==> config.mk <==
export PLATFORM = sky130hd
export DESIGN_NAME = alu_bist_sweep
export DESIGN_NICKNAME = d
export VERILOG_FILES = /design/src/rtl/alu_bist_sweep.sv
export SDC_FILE = /design/constraint.sdc
export NUM_CORES = 1
export LEC_CHECK = 0
export CORE_AREA = 2 2 82 84
export DETAILED_ROUTE_END_ITERATION = 12
export DIE_AREA = 0 0 84 86
export GPL_TIMING_DRIVEN = 0
export PLACE_DENSITY = 0.75
export SLEW_MARGIN = 20
export SYNTH_ARGS = -nofsm -noshare
export SYNTH_HDL_FRONTEND = slang
export SYNTH_SLANG_ARGS = --single-unit
==> constraint.sdc <==
create_clock -name clk -period 2.1 [get_ports clk]
set_clock_uncertainty 0.15 [all_clocks]
set_input_delay 0.42 -clock clk [delete_from_list [all_inputs] [get_ports clk]]
set_output_delay 0.42 -clock clk [all_outputs]
set_load 0.02 [all_outputs]
==> src/rtl/alu_bist_sweep.sv <==
// ---------------------------------------------------------------------------
// alu_bist_sweep
//   Hardware equivalence sweep for two ALUs that share the control/in_data1/
//   in_data2 interface. Walks every (in_data1, in_data2, control) vector with
//   control innermost, compares the two results after a settle window, counts
//   mismatches (saturating) and captures the first failing vector.
//
//   State table:
//     S_IDLE  | waiting for start, results of the last run are kept
//     S_HOLD  | vector driven, waiting SETTLE cycles for the ALUs to settle
//     S_CHECK | compare edge, then advance to the next vector or finish
//     S_DONE  | sweep complete, done/pass valid until next start
//
// Ports:
//   clk, rst_n          clock, asynchronous active-low reset
//   start, abort        start pulse (IDLE/DONE), abort of a running sweep
//   control, in_data1,
//   in_data2            registered vector driven to both ALUs
//   out_data_dut/_ref   results of the ALU under test / reference ALU
//   busy, done, pass    sweep status
//   error_count         saturating mismatch count
//   err_valid, err_*    first failing vector with expected/actual results
// ---------------------------------------------------------------------------
module alu_bist_sweep #(
    parameter int WIDTH   = 4,
    parameter int NUM_OPS = 5,
    parameter int SETTLE  = 1,
    parameter int CNT_W   = 2*WIDTH+3
) (
    input  logic               clk,
    input  logic               rst_n,
    input  logic               start,
    input  logic               abort,
    output logic [2:0]         control,
    output logic [WIDTH-1:0]   in_data1,
    output logic [WIDTH-1:0]   in_data2,
    input  logic [2*WIDTH-1:0] out_data_dut,
    input  logic [2*WIDTH-1:0] out_data_ref,
    output logic               busy,
    output logic               done,
    output logic               pass,
    output logic [CNT_W-1:0]   error_count,
    output logic               err_valid,
    output logic [2:0]         err_control,
    output logic [WIDTH-1:0]   err_in1,
    output logic [WIDTH-1:0]   err_in2,
    output logic [2*WIDTH-1:0] err_exp,
    output logic [2*WIDTH-1:0] err_act
);

    localparam int SW = (SETTLE > 1) ? $clog2(SETTLE) : 1;
    localparam logic [2:0] LAST_OP = 3'(NUM_OPS-1);

    typedef enum logic [1:0] {S_IDLE, S_HOLD, S_CHECK, S_DONE} state_t;

    state_t             state_q;
    logic [SW-1:0]      settle_q;
    logic [2:0]         control_q;
    logic [WIDTH-1:0]   in1_q;
    logic [WIDTH-1:0]   in2_q;
    logic               busy_q;
    logic               done_q;
    logic [CNT_W-1:0]   err_cnt_q;
    logic               err_valid_q;
    logic [2:0]         err_control_q;
    logic [WIDTH-1:0]   err_in1_q;
    logic [WIDTH-1:0]   err_in2_q;
    logic [2*WIDTH-1:0] err_exp_q;
    logic [2*WIDTH-1:0] err_act_q;

    logic [2:0]         control_d;
    logic [WIDTH-1:0]   in1_d;
    logic [WIDTH-1:0]   in2_d;
    logic               last_vec;
    logic               mismatch;

    // Next vector in sweep order: control innermost, then in_data2, then in_data1.
    always_comb begin
        control_d = control_q + 3'd1;
        in1_d     = in1_q;
        in2_d     = in2_q;
        if (control_q == LAST_OP) begin
            control_d = 3'd0;
            in2_d     = in2_q + 1'b1;
            if (&in2_q) begin
                in1_d = in1_q + 1'b1;
            end
        end
    end

    assign last_vec = (control_q == LAST_OP) && (&in1_q) && (&in2_q);
    assign mismatch = (out_data_dut != out_data_ref);

    always_ff @(posedge clk or negedge rst_n) begin
        if (!rst_n) begin
            state_q       <= S_IDLE;
            settle_q      <= '0;
            control_q     <= '0;
            in1_q         <= '0;
            in2_q         <= '0;
            busy_q        <= 1'b0;
            done_q        <= 1'b0;
            err_cnt_q     <= '0;
            err_valid_q   <= 1'b0;
            err_control_q <= '0;
            err_in1_q     <= '0;
            err_in2_q     <= '0;
            err_exp_q     <= '0;
            err_act_q     <= '0;
        end else begin
            case (state_q)
                S_IDLE, S_DONE: begin
                    if (start) begin
                        state_q       <= S_HOLD;
                        settle_q      <= SW'(SETTLE-1);
                        control_q     <= '0;
                        in1_q         <= '0;
                        in2_q         <= '0;
                        busy_q        <= 1'b1;
                        done_q        <= 1'b0;
                        err_cnt_q     <= '0;
                        err_valid_q   <= 1'b0;
                        err_control_q <= '0;
                        err_in1_q     <= '0;
                        err_in2_q     <= '0;
                        err_exp_q     <= '0;
                        err_act_q     <= '0;
                    end
                end
                S_HOLD: begin
                    if (abort) begin
                        state_q <= S_IDLE;
                        busy_q  <= 1'b0;
                    end else if (settle_q == '0) begin
                        state_q <= S_CHECK;
                    end else begin
                        settle_q <= settle_q - 1'b1;
                    end
                end
                S_CHECK: begin
                    if (abort) begin
                        // Abort wins: this edge's compare is dropped.
                        state_q <= S_IDLE;
                        busy_q  <= 1'b0;
                    end else begin
                        if (mismatch) begin
                            if (!(&err_cnt_q)) begin
                                err_cnt_q <= err_cnt_q + 1'b1;
                            end
                            if (!err_valid_q) begin
                                err_valid_q   <= 1'b1;
                                err_control_q <= control_q;
                                err_in1_q     <= in1_q;
                                err_in2_q     <= in2_q;
                                err_exp_q     <= out_data_ref;
                                err_act_q     <= out_data_dut;
                            end
                        end
                        if (last_vec) begin
                            state_q <= S_DONE;
                            busy_q  <= 1'b0;
                            done_q  <= 1'b1;
                        end else begin
                            state_q   <= S_HOLD;
                            settle_q  <= SW'(SETTLE-1);
                            control_q <= control_d;
                            in1_q     <= in1_d;
                            in2_q     <= in2_d;
                        end
                    end
                end
                default: begin
                    state_q <= S_IDLE;
                    busy_q  <= 1'b0;
                end
            endcase
        end
    end

    assign control     = control_q;
    assign in_data1    = in1_q;
    assign in_data2    = in2_q;
    assign busy        = busy_q;
    assign done        = done_q;
    assign pass        = done_q && (err_cnt_q == '0);
    assign error_count = err_cnt_q;
    assign err_valid   = err_valid_q;
    assign err_control = err_control_q;
    assign err_in1     = err_in1_q;
    assign err_in2     = err_in2_q;
    assign err_exp     = err_exp_q;
    assign err_act     = err_act_q;

endmodule

==> summary.txt <==
Critical path
  – Crit-path most repeated cell: buf_6
  – Kind of critical path: primary input to flop
  – CP peak stage delay: 0.53 ns
  – CP max stage cell: clkdlybuf4s50_1
  – Crit-path cells: clkdlybuf4s50_1, nand2b_4, o211a_1, buf_6, nand2_1, nor3_4, buf_6, buf_8, a22o_1
  – Critical path data required time: 2.20 ns
  – Crit Path Max Fanout: 10
  – Worst Path Arrival: between 2 and 2.5 ns
  – Crit path max-delay family: buffers and inverters
  – CP Capture Type: flop
  – Worst path bufs/invs: 4
  – CP Launch Type: primary input

Logic synthesis
  – Synth top cells by count: 54 x dfrtp_1, 32 x a22o_1, 26 x nand2_1
  – Post-synthesis adder-cell area fraction: 3.66%
  – Post-synth top flop: dfrtp_1
  – Dominant cell by count in the synthesized netlist: dfrtp_1
  – Mean Syn Cell Area: roughly 10 um2
  – Post-synth EDFFs: 0
  – Sequential share of the synthesized area: between 40% and 50%
  – Post-Synth XOR/XNOR Area: between 2 and 3%
  – Yosys top cell by area: dfrtp_1
  – Ys async rst share: 100%
  – Share of the synthesized area in the top cell type: between 40% and 50%
  – Synth cell types: 47
  – Seq cells post-synth: between 50 and 60
  – Combinational family with the most area after synthesis: compound AO/OA/AOI/OAI gates
  – Syn_nets: between 200 and 300
  – Area share of and/or/nand/nor cells after synthesis: between 10% and 20%
  – Top cells by area, synth: dfrtp_1 49%, a22o_1 10%, ha_1 3.7%, nand2_1 3.6%, o21ai_0 3.3%
  – Cell count after synthesis: 261
  – Synth warn: 0
  – Synth Area in Compound Gates: between 20% and 30%
  – Post-synthesis mux area share: 0%
  – Netlist Area Pre-Place: 0.00273 mm2

Global routing
  – GRT Util Overall: about a fifth
  – Antenna violations before repair: 0
  – Grt ovf: 0
  – First-pass GRT wire length: about 12000 um
  – Vias in the first global route: 2382
  – Met1 Track Usage GR: approximately 28%
  – Met3 usage in global routing: between 3 and 4%
  – Met2 usage: around a third
  – Largest net degree at the start of global routing: 55
  – Layer with the highest usage: met2

Placed design
  – Hpwl dp: approximately 4800 um
  – Placed insts: 410
  – RD Place Congestion: 0.875
  – Placement Setup Slack: -0.661 ns
  – Port buffer count: just over 70
  – Area of placed instances: 0.00355 mm2

Power
  – Sequential Power Share: a little under a third
  – Int Power: around 2.5 mW
  – Net Sw Frac: 37.0%
  – PwrDens: about 990 mW/mm2
  – Lkg Pwr: 1.73 nW
  – Combinational share of power: a little under half
  – Clock network power share: between 20% and 30%
  – Psw: around 1.5 mW
  – Power Total: ~4.0 mW
  – Worst IR drop on VDD: ~0.77 mV

Floorplan
  – Initial Util: ~44%
  – Die height: roughly 86 um
  – Site row count: 29
  – Die W: 84 um
  – Core area: between 0.006 and 0.007 mm2
  – Ports: 73
  – Die ar.: 0.00722 mm2

Cells and area
  – Final layout net count: about 400
  – Core Util, Final: between 60 and 70%
  – Synthesis-to-layout area growth: 48.8%
  – Antenna cells: 0
  – Layout cells sized above 1: about a quarter
  – Fin cells: 442
  – Post-route cell area: 0.00407 mm2

Clock tree
  – Bufs on Longest Clock Path: 2
  – CTS Buf Count: 5
  – Clock sink total: between 50 and 60
  – Reg clk slew, reported paths: 0.10 ns
  – TritonCTS clock tree: yes
  – Root buf cell: clkbuf_8
  – # hold bufs at CTS: 0
  – H-tree levels: 2
  – Worst skew pair latency: approximately 0.3 ns

Timing
  – RSZ-0062 raised after global routing: true
  – PnR worst setup slack: 0.0261 ns
  – Max Clock Freq: about 0.48 GHz
  – Slew Limit Fails: 0
  – Fin. Hold Viols: 6
  – Final setup TNS: 0 ns
  – Final setup fails: 0
  – Normalized max-slew margin: between 50% and 60%
  – Tmin final: between 2 and 2.5 ns
  – Actual slew at the worst max-slew pin: 0.671 ns
  – Final worst-path cycle share: between 90% and 100%
  – Hold WS: -0.0114 ns

Routing
  – Vias: 2519
  – Final wirelength: ~7400 um
  – Antenna-violating nets left: 0
  – 1st-iter DRT viols: ~150
  – DRC violations left: 0
  – WL per Instance: roughly 17 um
  – Pre-antenna DRT Iters: 4
  – Avg Vias per Cell: between 5 and 6

Status
  – Failing checks: negative hold slack
  – Outcome: finished, violations left

Min path
  – Min-Delay Path Class: primary input to asynchronous set/reset pin

Run
  – Number of max-cap violations: 0
layout make-up:
type	count	area (um2)
plain buffers	12	110
fillers	487	2210
clock buffers	6	82.6
repair buffers	97	901
inverters	7	26.3
flip-flops and latches	54	1360
multi-input cells	187	1430
well taps	77	96.3
clock inverters	2	60.1
layout by cell type, fill, tap and decap left out, types with 3 or more instances in the layout:
cell and count:
buf_4 24, nand3_1 12, o211ai_1 4, dfrtp_1 45, clkbuf_2 4, nand3_2 3, o21ai_0 18, nor2_1 8
o311ai_0 4, xnor2_1 7, a21oi_1 6, dfrtp_2 9, ha_4 3, or3_1 3, o31ai_1 3, a22o_1 32
clkdlybuf4s50_1 61, a31oi_1 3, inv_2 3, buf_6 9, clkbuf_8 6, inv_1 4, nor3_1 4, nand2_1 25
nand4_1 4, dlygate4sd2_1 9, ha_1 4, nand2b_1 7
kinds of logic (layout without fill, tap and decap cells):
group	Yosys count	in the layout
buffers and inverters	20	124
DFF	54	54
AOI/OAI and AO/OA	81	81
adders and majority gates	8	8
and+or+nand+nor	90	90
xor gates and xnor gates	8	8
per-layer routing:
| layer | wire length [um] | part of all wire [%] | vias to the layer above |
|---|---|---|---|
| li1 | - | - | 1185 |
| met1 | 3330 | 45 | 1246 |
| met2 | 3630 | 49 | 80 |
| met3 | 378 | 5.1 | 8 |
| met4 | 57 | 0.77 | 0 |
| met5 | 0 | 0 | - |
what timing repair did:
action | 4_1_cts | 5_1_grt
resized for setup | 42 | 26
pin swaps | 7 | 4
endpoints found under the setup margin | 52 | 42
buffers inserted | 14 | 9
cloned | 1 | 1
power by group through the flow:
stage | Clock, mW | Sequential (mW) | Combinational (mW)
after floorplan | 0 | 1.40 | 0.732
after global placement | 0 | 1.28 | 1.34
after detailed placement | 0 | 1.28 | 1.36
after CTS | 0.856 | 1.25 | 1.61
after global routing | 0.903 | 1.27 | 2.06
final | 0.844 | 1.25 | 1.91
registers in the layout, summed over array words and instances (netlist names):
| register | flops |
|---|---|
| err_control | 3 |
| error_count | 11 |
| err_valid | 1 |
| err_in1 | 4 |
| control | 3 |
| in_data1 | 4 |
| done | 1 |
| err_act | 8 |
| state_q | 2 |
| err_in2 | 4 |
| in_data2 | 4 |
| err_exp | 8 |
| busy | 1 |
path summary, 6_finish.rpt:
kind / slack, ns / depth (start not counted) / from / endpoint
min in group clk: 0.35 / 2 / out_data_dut[6] / err_act[6]
worst min register to register: 0.36 / 1 / err_act[3] / err_act[3]
worst min-delay path: -0.01 / 1 / rst_n / err_act[1]
max in group asynchronous: 1.32 / 1 / rst_n / error_count[1]
worst max-delay path: 0.03 / 9 / start / err_control[0]
worst max register to register: 0.03 / 7 / error_count[0] / error_count[7]
No activity file was read; power rests on OpenSTA's default activity.
==> patch: new RTL, same flow settings <==
Set the parameter `WIDTH` to 3 (it was 4).
--- a/src/rtl/alu_bist_sweep.sv
+++ b/src/rtl/alu_bist_sweep.sv
@@ -23,5 +23,5 @@
 // ---------------------------------------------------------------------------
 module alu_bist_sweep #(
-    parameter int WIDTH   = 4,
+    parameter int WIDTH   = 3,
     parameter int NUM_OPS = 5,
     parameter int SETTLE  = 1,
Interface: changed (9 resized); port bits go from 73 to 59. The function was not compared with the original's and may differ.
==> patch against the original RTL <==
Worst setup slack worse by 0.16 ns; critical path type is now reg2reg; area after synthesis is 15% lower; final area is 14% lower; total power is 19% lower; the flow finishes with violations (negative setup slack); routed wire length is 10% lower; critical path depth is 1 higher; count of clock-buffer cells in the layout is 1 lower; sequential cell count is 10 lower.
==> patch: results (changes against the original RTL) <==
metric;value;unit;change
status;finished, violations left;;unchanged
violations;negative setup slack;;was negative hold slack
dp.cells;389;;was 410
port_buffers;58;;was 72
synth_area_leaders;dfrtp_1 48%, nand3_1 8.0%, nand2_1 7.3%;;was dfrtp_1 49%, a22o_1 10%, ha_1 3.7%
grt_pass1_wl;10760;um;was 11770 um
synth_compound_area_share;14.56;%;was 21.92%
drive_gt1_share;24.19;%;was 24.66%
cts.sinks;44;;was 54
nClkBuffers;5;;was 6
crit_arrival;2.32;ns;was 2.17 ns
sh_seq_area;31.83;%;was 33.50%
dp_slack;-0.6147;ns;was -0.6610 ns
dpl_cell_area;0.003050;mm2;was 0.003551 mm2
final_cells;416;;was 442
synth.distinct_cells;37;;was 47
combinationalPower;1610;uW;was 1910 uW
relSlewSlack;62.72;%;was 55.26%
grtUsageMet1;25.21;%;was 28.00%
grt_usage;18.40;%;was 19.93%
synth_fa_ha_area_share;5.956;%;was 3.661%
grt_start_max_net_pins;24;;was 55
n_fill_cell;540;;was 487
p_leak;0.001440;uW;was 0.001726 uW
post-route-cell-area;0.003491;mm2;was 0.004068 mm2
use_met3;3.946;%;was 3.561%
wl_per_cell;15.91;um;was 16.73 um
synth_common_cells;45 x nand2_1, 44 x dfrtp_1, 37 x nand3_1;;was 54 x dfrtp_1, 32 x a22o_1, 26 x nand2_1
vias_per_cell;5.409;;was 5.699
crit_fanout;4;;was 10
synth_fp_nets;280;;was 289
multi_input_gates;186;;was 187
p_switching;1260;uW;was 1484 uW
power.clock.fraction;20.7;%;was 21.1%
hold_path_class;in2reg;;was in2async
hpwl;4397;um;was 4752 um
setup_slack;-0.1369;ns;was 0.02609 ns
clk_share;3.297;%;was 3.507%
reg2regPathDepth;10;;was 7
met2_length;3234;um;was 3630 um
n_all_buffers;93;;was 109
ys_seq_area_share;47.64;%;was 49.43%
grt_use_met2;29.67;%;was 32.29%
place_congestion;0.7708;;was 0.8749
wl_met1;2955;um;was 3326 um
grt_pass1_vias;2203;;was 2382
setup_viol;6;;was 0
met3_wirelength;367;um;was 378 um
seqPwrFrac;30.1;%;was 31.3%
num-nonclk-inverters;8;;was 7
synthMuxAreaShare;0.4331;%;was 0%
finalSetupTns;-0.4370;ns;was 0 ns
final-nonclk-buf-share;25.63;%;was 24.85%
largest_reg_flops;9;;was 11
==> patch: worst paths after layout <==
kind,start,end,slack [ns]
max,error_count[1],error_count[7],-0.14
min,out_data_ref[4],err_exp[4],0.28
max reg2reg,error_count[1],error_count[7],-0.14
min reg2reg,busy,busy,0.36
max in group asynchronous,rst_n,control[0],0.80
min in group asynchronous,rst_n,in_data1[1],0.48
==> patch: repair_timing <==
action / 4_1_cts / 5_1_grt
pin swaps: 4 / 12
gates resized for setup: 36 / 40
setup endpoints to repair: 40 / 39
hold buffers: 1 / 0
setup buffers: 12 / 5
endpoints found under the hold margin: 21 / 0
cloned: 1 / 1
==> patch: critical path, cell delays in order, from the launching register on <==
cell	delay [ns]
dfrtp_2	0.44
ha_4	0.17
nand3_4	0.06
or2_4	0.13
nor2_2	0.04
ha_2	0.16
nand2_2	0.07
nand3_2	0.07
or3_4	0.36
or4_4	0.42
a21oi_2	0.12
